**src/rtl/irrigacao_zonas_if.sv**
```systemverilog
// Bus between the board switches/sensors and the irrigation controller.
// There is no valid/ready pair here: start is a level that the controller
// samples on every clock but acts on only while idle; stop is a level that
// acts only while a sequence is running; mode/zone_sel/dur are captured on
// the accepted start, and wet is sampled live in the zone-select step.
interface irrigacao_zonas_if #(
  parameter int N_ZONES = 4,
  parameter int DUR_W   = 8
);
  logic               start;
  logic               stop;
  logic [1:0]         mode;
  logic [3:0]         zone_sel;
  logic [DUR_W-1:0]   dur;
  logic [N_ZONES-1:0] wet;
  logic [N_ZONES-1:0] valve;
  logic               busy;
  logic               done;
  logic [3:0]         cur_zone;
  logic [DUR_W-1:0]   remaining;
  logic [6:0]         seg;

  modport master (
    output start, stop, mode, zone_sel, dur, wet,
    input  valve, busy, done, cur_zone, remaining, seg
  );

  modport slave (
    input  start, stop, mode, zone_sel, dur, wet,
    output valve, busy, done, cur_zone, remaining, seg
  );
endinterface

```
**src/rtl/irrigacao_zonas.sv**
```systemverilog
// Multi-zone timed irrigation controller: waters one zone (manual) or all
// zones in order (auto), skips wet zones, shows the active zone on a
// 7-segment digit. All outputs are decoded from registers only.
module irrigacao_zonas #(
  parameter int N_ZONES  = 4,
  parameter int DUR_W    = 8,
  parameter int TICK_DIV = 1
) (
  input  logic             clk,
  input  logic             reset,
  irrigacao_zonas_if.slave bus,
  output logic [1:0]       o_dbg_state
);

  typedef enum logic [1:0] {
    S_IDLE   = 2'd0,
    S_SELECT = 2'd1,
    S_WATER  = 2'd2
  } state_t;

  localparam int               PW        = (TICK_DIV > 1) ? $clog2(TICK_DIV) : 1;
  localparam logic [PW-1:0]    PRE_LAST  = PW'(TICK_DIV - 1);
  localparam logic [4:0]       ZONES5    = 5'(N_ZONES);
  localparam logic [3:0]       LAST_ZONE = 4'(N_ZONES - 1);

  state_t             r_state;
  state_t             w_state_nx;
  logic [1:0]         r_mode;
  logic [DUR_W-1:0]   r_dur;
  logic [DUR_W-1:0]   r_rem;
  logic [3:0]         r_zone;
  logic [PW-1:0]      r_pre;
  logic               r_done;

  logic               w_done_nx;
  logic               w_load;
  logic               w_go_water;
  logic               w_step;
  logic               w_adv;
  logic               w_tick;
  logic               w_wet_cur;
  logic               w_last;
  logic               w_finish;
  logic [N_ZONES-1:0] w_zone_oh;
  logic [6:0]         w_seg;

  assign w_zone_oh   = N_ZONES'(1) << r_zone;
  assign w_wet_cur   = |(bus.wet & w_zone_oh);
  assign w_tick      = (r_pre == PRE_LAST);
  assign w_last      = (r_zone == LAST_ZONE);
  // Manual runs one zone; single pass ends after the last zone; continuous never ends.
  assign w_finish    = (r_mode == 2'b01) || ((r_mode == 2'b10) && w_last);
  assign o_dbg_state = r_state;

  // State register.
  always_ff @(posedge clk or posedge reset) begin
    if (reset) r_state <= S_IDLE;
    else       r_state <= w_state_nx;
  end

  // Next-state logic: start acceptance, wet skip, tick completion, stop abort.
  always_comb begin
    w_state_nx = r_state;
    w_done_nx  = 1'b0;
    w_load     = 1'b0;
    w_go_water = 1'b0;
    w_step     = 1'b0;
    w_adv      = 1'b0;
    case (r_state)
      S_IDLE: begin
        if (bus.start && (bus.mode != 2'b00)) begin
          if ((bus.mode == 2'b01) && ({1'b0, bus.zone_sel} >= ZONES5)) begin
            w_state_nx = S_IDLE;
          end else if (bus.dur == '0) begin
            w_done_nx = 1'b1;
          end else begin
            w_load     = 1'b1;
            w_state_nx = S_SELECT;
          end
        end
      end
      S_SELECT: begin
        if (bus.stop) begin
          w_state_nx = S_IDLE;
        end else if (w_wet_cur) begin
          w_adv = 1'b1;
        end else begin
          w_go_water = 1'b1;
          w_state_nx = S_WATER;
        end
      end
      S_WATER: begin
        if (bus.stop) begin
          w_state_nx = S_IDLE;
        end else if (w_tick && (r_rem == DUR_W'(1))) begin
          w_adv = 1'b1;
        end
      end
      default: w_state_nx = S_IDLE;
    endcase
    if (w_adv) begin
      if (w_finish) begin
        w_state_nx = S_IDLE;
        w_done_nx  = 1'b1;
      end else begin
        w_state_nx = S_SELECT;
        w_step     = 1'b1;
      end
    end
  end

  // Datapath: latched settings, zone pointer, tick prescaler, remaining counter, done pulse.
  always_ff @(posedge clk or posedge reset) begin
    if (reset) begin
      r_mode <= 2'b00;
      r_dur  <= '0;
      r_rem  <= '0;
      r_zone <= 4'd0;
      r_pre  <= '0;
      r_done <= 1'b0;
    end else begin
      r_done <= w_done_nx;
      if (w_load) begin
        r_mode <= bus.mode;
        r_dur  <= bus.dur;
        r_zone <= (bus.mode == 2'b01) ? bus.zone_sel : 4'd0;
      end else if (w_step) begin
        r_zone <= w_last ? 4'd0 : r_zone + 4'd1;
      end else if (w_state_nx == S_IDLE) begin
        r_zone <= 4'd0;
      end
      if (w_go_water) begin
        r_rem <= r_dur;
        r_pre <= '0;
      end else if (r_state == S_WATER) begin
        if (w_tick) begin
          r_pre <= '0;
          r_rem <= r_rem - DUR_W'(1);
        end else begin
          r_pre <= r_pre + PW'(1);
        end
      end
    end
  end

  // Hex digit decode of the zone pointer, segments {A,B,C,D,E,F,G}.
  always_comb begin
    w_seg = 7'b0000000;
    case (r_zone)
      4'h0: w_seg = 7'b1111110;
      4'h1: w_seg = 7'b0110000;
      4'h2: w_seg = 7'b1101101;
      4'h3: w_seg = 7'b1111001;
      4'h4: w_seg = 7'b0110011;
      4'h5: w_seg = 7'b1011011;
      4'h6: w_seg = 7'b1011111;
      4'h7: w_seg = 7'b1110000;
      4'h8: w_seg = 7'b1111111;
      4'h9: w_seg = 7'b1111011;
      4'hA: w_seg = 7'b1110111;
      4'hB: w_seg = 7'b0011111;
      4'hC: w_seg = 7'b1001110;
      4'hD: w_seg = 7'b0111101;
      4'hE: w_seg = 7'b1001111;
      4'hF: w_seg = 7'b1000111;
      default: w_seg = 7'b0000000;
    endcase
  end

  // Output decode from state and registers only.
  always_comb begin
    bus.valve     = '0;
    bus.remaining = '0;
    bus.cur_zone  = 4'd0;
    bus.seg       = 7'b0000000;
    bus.busy      = (r_state != S_IDLE);
    bus.done      = r_done;
    if (r_state == S_WATER) begin
      bus.valve     = w_zone_oh;
      bus.remaining = r_rem;
    end
    if (r_state != S_IDLE) begin
      bus.cur_zone = r_zone;
      bus.seg      = w_seg;
    end
  end

endmodule

```
**src/flat_wrapper.sv**
```systemverilog
// flat-port wrapper written by rule: the top's interface ports become plain ports
module irrigacao_zonas_flat 
#(
  parameter int N_ZONES  = 4,
  parameter int DUR_W    = 8,
  parameter int TICK_DIV = 1
)
  (clk, reset, o_dbg_state, bus_start, bus_stop, bus_mode, bus_zone_sel, bus_dur, bus_wet, bus_valve, bus_busy, bus_done, bus_cur_zone, bus_remaining, bus_seg);
  irrigacao_zonas_if #(.N_ZONES(N_ZONES), .DUR_W(DUR_W)) bus_i ();
  input  logic clk;
  input  logic reset;
  output logic [1:0] o_dbg_state;
  input wire logic [$bits(bus_i.start)-1:0] bus_start;
  input wire logic [$bits(bus_i.stop)-1:0] bus_stop;
  input wire logic [$bits(bus_i.mode)-1:0] bus_mode;
  input wire logic [$bits(bus_i.zone_sel)-1:0] bus_zone_sel;
  input wire logic [$bits(bus_i.dur)-1:0] bus_dur;
  input wire logic [$bits(bus_i.wet)-1:0] bus_wet;
  output wire logic [$bits(bus_i.valve)-1:0] bus_valve;
  output wire logic [$bits(bus_i.busy)-1:0] bus_busy;
  output wire logic [$bits(bus_i.done)-1:0] bus_done;
  output wire logic [$bits(bus_i.cur_zone)-1:0] bus_cur_zone;
  output wire logic [$bits(bus_i.remaining)-1:0] bus_remaining;
  output wire logic [$bits(bus_i.seg)-1:0] bus_seg;
  assign bus_i.start = bus_start;
  assign bus_i.stop = bus_stop;
  assign bus_i.mode = bus_mode;
  assign bus_i.zone_sel = bus_zone_sel;
  assign bus_i.dur = bus_dur;
  assign bus_i.wet = bus_wet;
  assign bus_valve = bus_i.valve;
  assign bus_busy = bus_i.busy;
  assign bus_done = bus_i.done;
  assign bus_cur_zone = bus_i.cur_zone;
  assign bus_remaining = bus_i.remaining;
  assign bus_seg = bus_i.seg;
  irrigacao_zonas #(.N_ZONES(N_ZONES), .DUR_W(DUR_W), .TICK_DIV(TICK_DIV)) u_core (.clk(clk), .reset(reset), .bus(bus_i), .o_dbg_state(o_dbg_state));
endmodule
```
**config.mk**
```make
export PLATFORM = sky130hd
export DESIGN_NAME = irrigacao_zonas_flat
export DESIGN_NICKNAME = d
export VERILOG_FILES = /design/src/rtl/irrigacao_zonas_if.sv /design/src/rtl/irrigacao_zonas.sv /design/src/flat_wrapper.sv
export SDC_FILE = /design/constraint.sdc
export NUM_CORES = 1
export LEC_CHECK = 0
export BUFFER_PORTS_ARGS = -buffer_cell sky130_fd_sc_hd__clkbuf_2
export CAP_MARGIN = 40
export CORE_MARGIN = 2
export CORE_UTILIZATION = 54
export DETAILED_ROUTE_END_ITERATION = 10
export PLACE_DENSITY = 0.81
export RECOVER_POWER = 100
export SLEW_MARGIN = 30
export SYNTH_ARGS = -nofsm -noshare
export SYNTH_HDL_FRONTEND = slang
export SYNTH_SLANG_ARGS = --single-unit
```
**constraint.sdc**
```tcl
create_clock -name clk -period 2.5 [get_ports clk]
set_input_delay 0.5 -clock clk [delete_from_list [all_inputs] [get_ports clk]]
set_output_delay 0.5 -clock clk [all_outputs]
set_load 0.01 [all_outputs]
```
==> impl_metrics.env <==
export IMPL_fillers=329
export IMPL_period_minus_slack_ns=2.37
export IMPL_power_share_switching=0.421
export IMPL_finClkSkew_ns=0.00384
export IMPL_grt_pass1_wl_um=7540
export IMPL_critPathKind="flip-flop to output port"
export IMPL_tightest_slew_ns=1.35
export IMPL_core_rowCount=22
export IMPL_crit_path_end_kind="output port"
export IMPL_worst_path_stages=6
export IMPL_slew_viol_final=0
export IMPL_ys_seq_elements=25
export IMPL_synthFlopType="dfrtp_1"
export IMPL_cp_cell_sequence="inv_1, ha_1, inv_1, mux4_2, nor2_1, clkbuf_2"
export IMPL_io_pins=49
export IMPL_grt_pass1_vias=1542
export IMPL_cts_tree="built"
export IMPL_cp_slowest_cell="mux4_2"
export IMPL_antenna_found_initial=0
export IMPL_critPathLaunchType="flip-flop"
export IMPL_htree_levels=1
export IMPL_die_area_mm2=0.00421
export IMPL_clk_path_buf_depth=2
export IMPL_max_slew_margin=0.102
export IMPL_ff2ff_path_depth=7
export IMPL_initial_core_util=0.555
export IMPL_clkPwrFrac=0.130
export IMPL_place_congestion=0.855
export IMPL_slowest_delay_ns=0.44
export IMPL_clock_latency_ns=0.28
export IMPL_synth_edff_count=0
export IMPL_switchingPower_mw=0.797
export IMPL_placed_cell_area_mm2=0.00230
export IMPL_setup_ws_ns=0.125
export IMPL_yosys_warnings=0
export IMPL_die_height_um=64.9
export IMPL_outcome="completed"
export IMPL_power_internal_mw=1.10
export IMPL_vdd_drop_max_v=0.000436
export IMPL_dp_slack_ns=0.0799
export IMPL_holdWs_ns=0.450
export IMPL_p_seq_frac=0.370
export IMPL_drc=0
export IMPL_viasPerCell=5.44
export IMPL_finalSetupViolations=0
export IMPL_fp_coreArea_mm2=0.00361
export IMPL_cp_required_ns=2.00
export IMPL_final_util=0.636
export IMPL_ant_nets=0
export IMPL_wl_per_cell_um=14.5
export IMPL_synth_area_mm2=0.00200
export IMPL_dp_hpwl_um=3460
export IMPL_fin_crit_sh=0.950
export IMPL_vias=1709
export IMPL_ys_seq_area_frac=0.313
export IMPL_crit_path_start="u_core.r_zone[0]$_DFFE_PP0P_"
export IMPL_critPathMaxFanout=7
export IMPL_synth_avg_cell_area_um2=9.44
export IMPL_cts_sinks=25
export IMPL_async_flop_share=1.00
export IMPL_drt_wl_total_um=4550
export IMPL_hold_viol_final=0
export IMPL_p_leak_nw=1.02
export IMPL_syn_to_final_growth_pct=14.7
export IMPL_cpMostUsedCell="inv_1"
export IMPL_p_comb_frac=0.500
export IMPL_maxCapViolations=0
export IMPL_cp_arrival_ns=1.87
export IMPL_io_buffers=48
export IMPL_postSynthCellCount=212
export IMPL_dr_pass1_iters=4
export IMPL_track_usage=0.231
export IMPL_cts_root_buffer="clkbuf_8"
export IMPL_rr_endpoint="u_core.r_zone[3]$_DFFE_PP0P_"
export IMPL_p_per_area_mw_per_mm2=825
export IMPL_antennaDiodeCount=0
export IMPL_critPathCapture="bus_seg[3]"
export IMPL_overflow=0
export IMPL_tns_ns=0
export IMPL_rsz0062_at_grt="no"
export IMPL_cp_num_buf_inv=3
export IMPL_critPathTopFamily="multiplexers"
export IMPL_final_nets=301
export IMPL_synth_nets=246
export IMPL_finalInstanceArea_mm2=0.00229
export IMPL_cts_hold_buf=0
export IMPL_fp_dieW_um=64.9
export IMPL_r2r_start="u_core.o_dbg_state[1]$_DFF_PP0_"
export IMPL_initialDrtViolationCount=147
export IMPL_min_path_type="primary input to flip-flop"
export IMPL_drive_gt1_frac=0.233
export IMPL_rrSetupSlack_ns=0.20
export IMPL_synth_cell_types=55
export IMPL_grt_max_degree=26
export IMPL_clk_pin_slew_ns=0.09
export IMPL_fmax_mhz=421
export IMPL_cts_buffers=3
placed cells by master (no fill, tap or decap), drive strengths merged, types with 2 or more instances in the layout:
cell type   n
a211o       2
a21oi      15
and2       10
and2b       3
buf         8
clkbuf     54
dfrtp      25
ha         12
inv        11
mux2       11
mux2i       3
nand2      17
nand2b      7
nand3       5
nand3b      5
nand4       2
nor2       25
nor2b       3
nor3        8
nor3b       3
o211ai      3
o21ai       4
o221ai      2
or4         2
xnor2       4
xor2        3
power groups by stage:
stage / combinational, mW / sequential, mW / clock, mW
floorplan: 0.719 / 0.687 / 0
global route: 1.05 / 0.723 / 0.263
CTS: 1.02 / 0.705 / 0.250
detailed placement: 1.00 / 0.712 / 0
finish: 0.946 / 0.701 / 0.247
global placement: 0.981 / 0.705 / 0
area by class of cell:
type	instances	area (µm²)	area share
Inverter	11	41.3	0.0180
Clock buffer	3	41.3	0.0180
Tap cell	48	60.1	0.0262
Multi-Input combinational cell	167	1230	0.535
Timing Repair Buffer	59	292	0.127
Clock inverter	1	5.00	0.00218
Sequential cell	25	627	0.273
state kept, by name, summed over array words and instances, names as in the netlist:
register,flops
u_core.o_dbg_state,2
u_core.r_dur,8
u_core.bus.done,1
u_core.r_zone,4
u_core.r_rem,8
u_core.r_mode,2
routing by layer:
metal | part of all wire | up-vias | GRT usage
li1 | - | 859 | -
met1 | 0.48 | 785 | 0.348
met2 | 0.45 | 60 | 0.351
met3 | 0.059 | 5 | 0.0208
met4 | 0.014 | 0 | 0.0718
met5 | 0 | - | 0
stage by stage:
| step | instances | power (mW) |
|---|---|---|
| 6_report | 314 | 1.89 |
| 5_1_grt | 314 | 2.03 |
| 4_1_cts | 312 | 1.97 |
| 3_5_place_dp | 308 | 1.71 |
| 3_3_place_gp | 308 | 1.69 |
| 2_1_floorplan | 212 | 1.41 |
how the worst min path moves through the flow:
stage | startpoint | to | slack, ns | cells after the start
3_3_place_gp | u_core.r_dur[1]$_DFFE_PP0P_ | u_core.r_dur[1]$_DFFE_PP0P_ | 0.50 | 1
4_1_cts | reset | u_core.r_dur[0]$_DFFE_PP0P_ | 0.24 | 3
5_1_grt | bus_dur[3] | u_core.r_dur[3]$_DFFE_PP0P_ | 0.45 | 2
2_1_floorplan | u_core.r_dur[1]$_DFFE_PP0P_ | u_core.r_dur[1]$_DFFE_PP0P_ | 0.48 | 1
3_5_place_dp | u_core.r_dur[1]$_DFFE_PP0P_ | u_core.r_dur[1]$_DFFE_PP0P_ | 0.50 | 1
6_report | bus_dur[3] | u_core.r_dur[3]$_DFFE_PP0P_ | 0.45 | 2
logic make-up (layout without fill, tap and decap cells):
family / after synthesis / count (layout) / synth area share
multiplexers: 15 / 15 / 0.107
buffers and inverters: 20 / 74 / 0.0538
XOR/XNOR: 7 / 7 / 0.0306
adder cells (fa/ha/maj): 12 / 12 / 0.0750
AO/OA/AOI/OAI: 38 / 38 / 0.153
AND/OR/NAND/NOR: 95 / 95 / 0.268
flip-flops: 25 / 25 / 0.313
cell usage after synthesis, types with 2 or more instances:
master	number	area share
nor2b_1	3	0.0094
nand4_1	2	0.0063
nand2b_1	7	0.022
dfrtp_1	25	0.31
a21oi_1	14	0.035
or4_4	2	0.011
o211ai_1	3	0.011
buf_2	2	0.0050
inv_1	11	0.021
and2_1	10	0.031
nor3_1	7	0.018
ha_1	12	0.075
nand3_1	5	0.013
xor2_1	3	0.013
a211o_1	2	0.0088
mux2_4	10	0.075
clkbuf_1	2	0.0038
nor3b_2	2	0.013
and2b_1	3	0.011
buf_4	2	0.0075
o21ai_0	2	0.0050
xnor2_1	4	0.018
mux2i_1	3	0.015
buf_6	3	0.017
nand3b_1	4	0.015
nor2_1	24	0.045
nand2_1	17	0.032
what timing repair did:
action,4_1_cts,5_1_grt
resized for setup,1,1
setup buffers,0,2
setup endpoints to repair,1,2
Note: power is estimated with default switching activity, not from simulation.
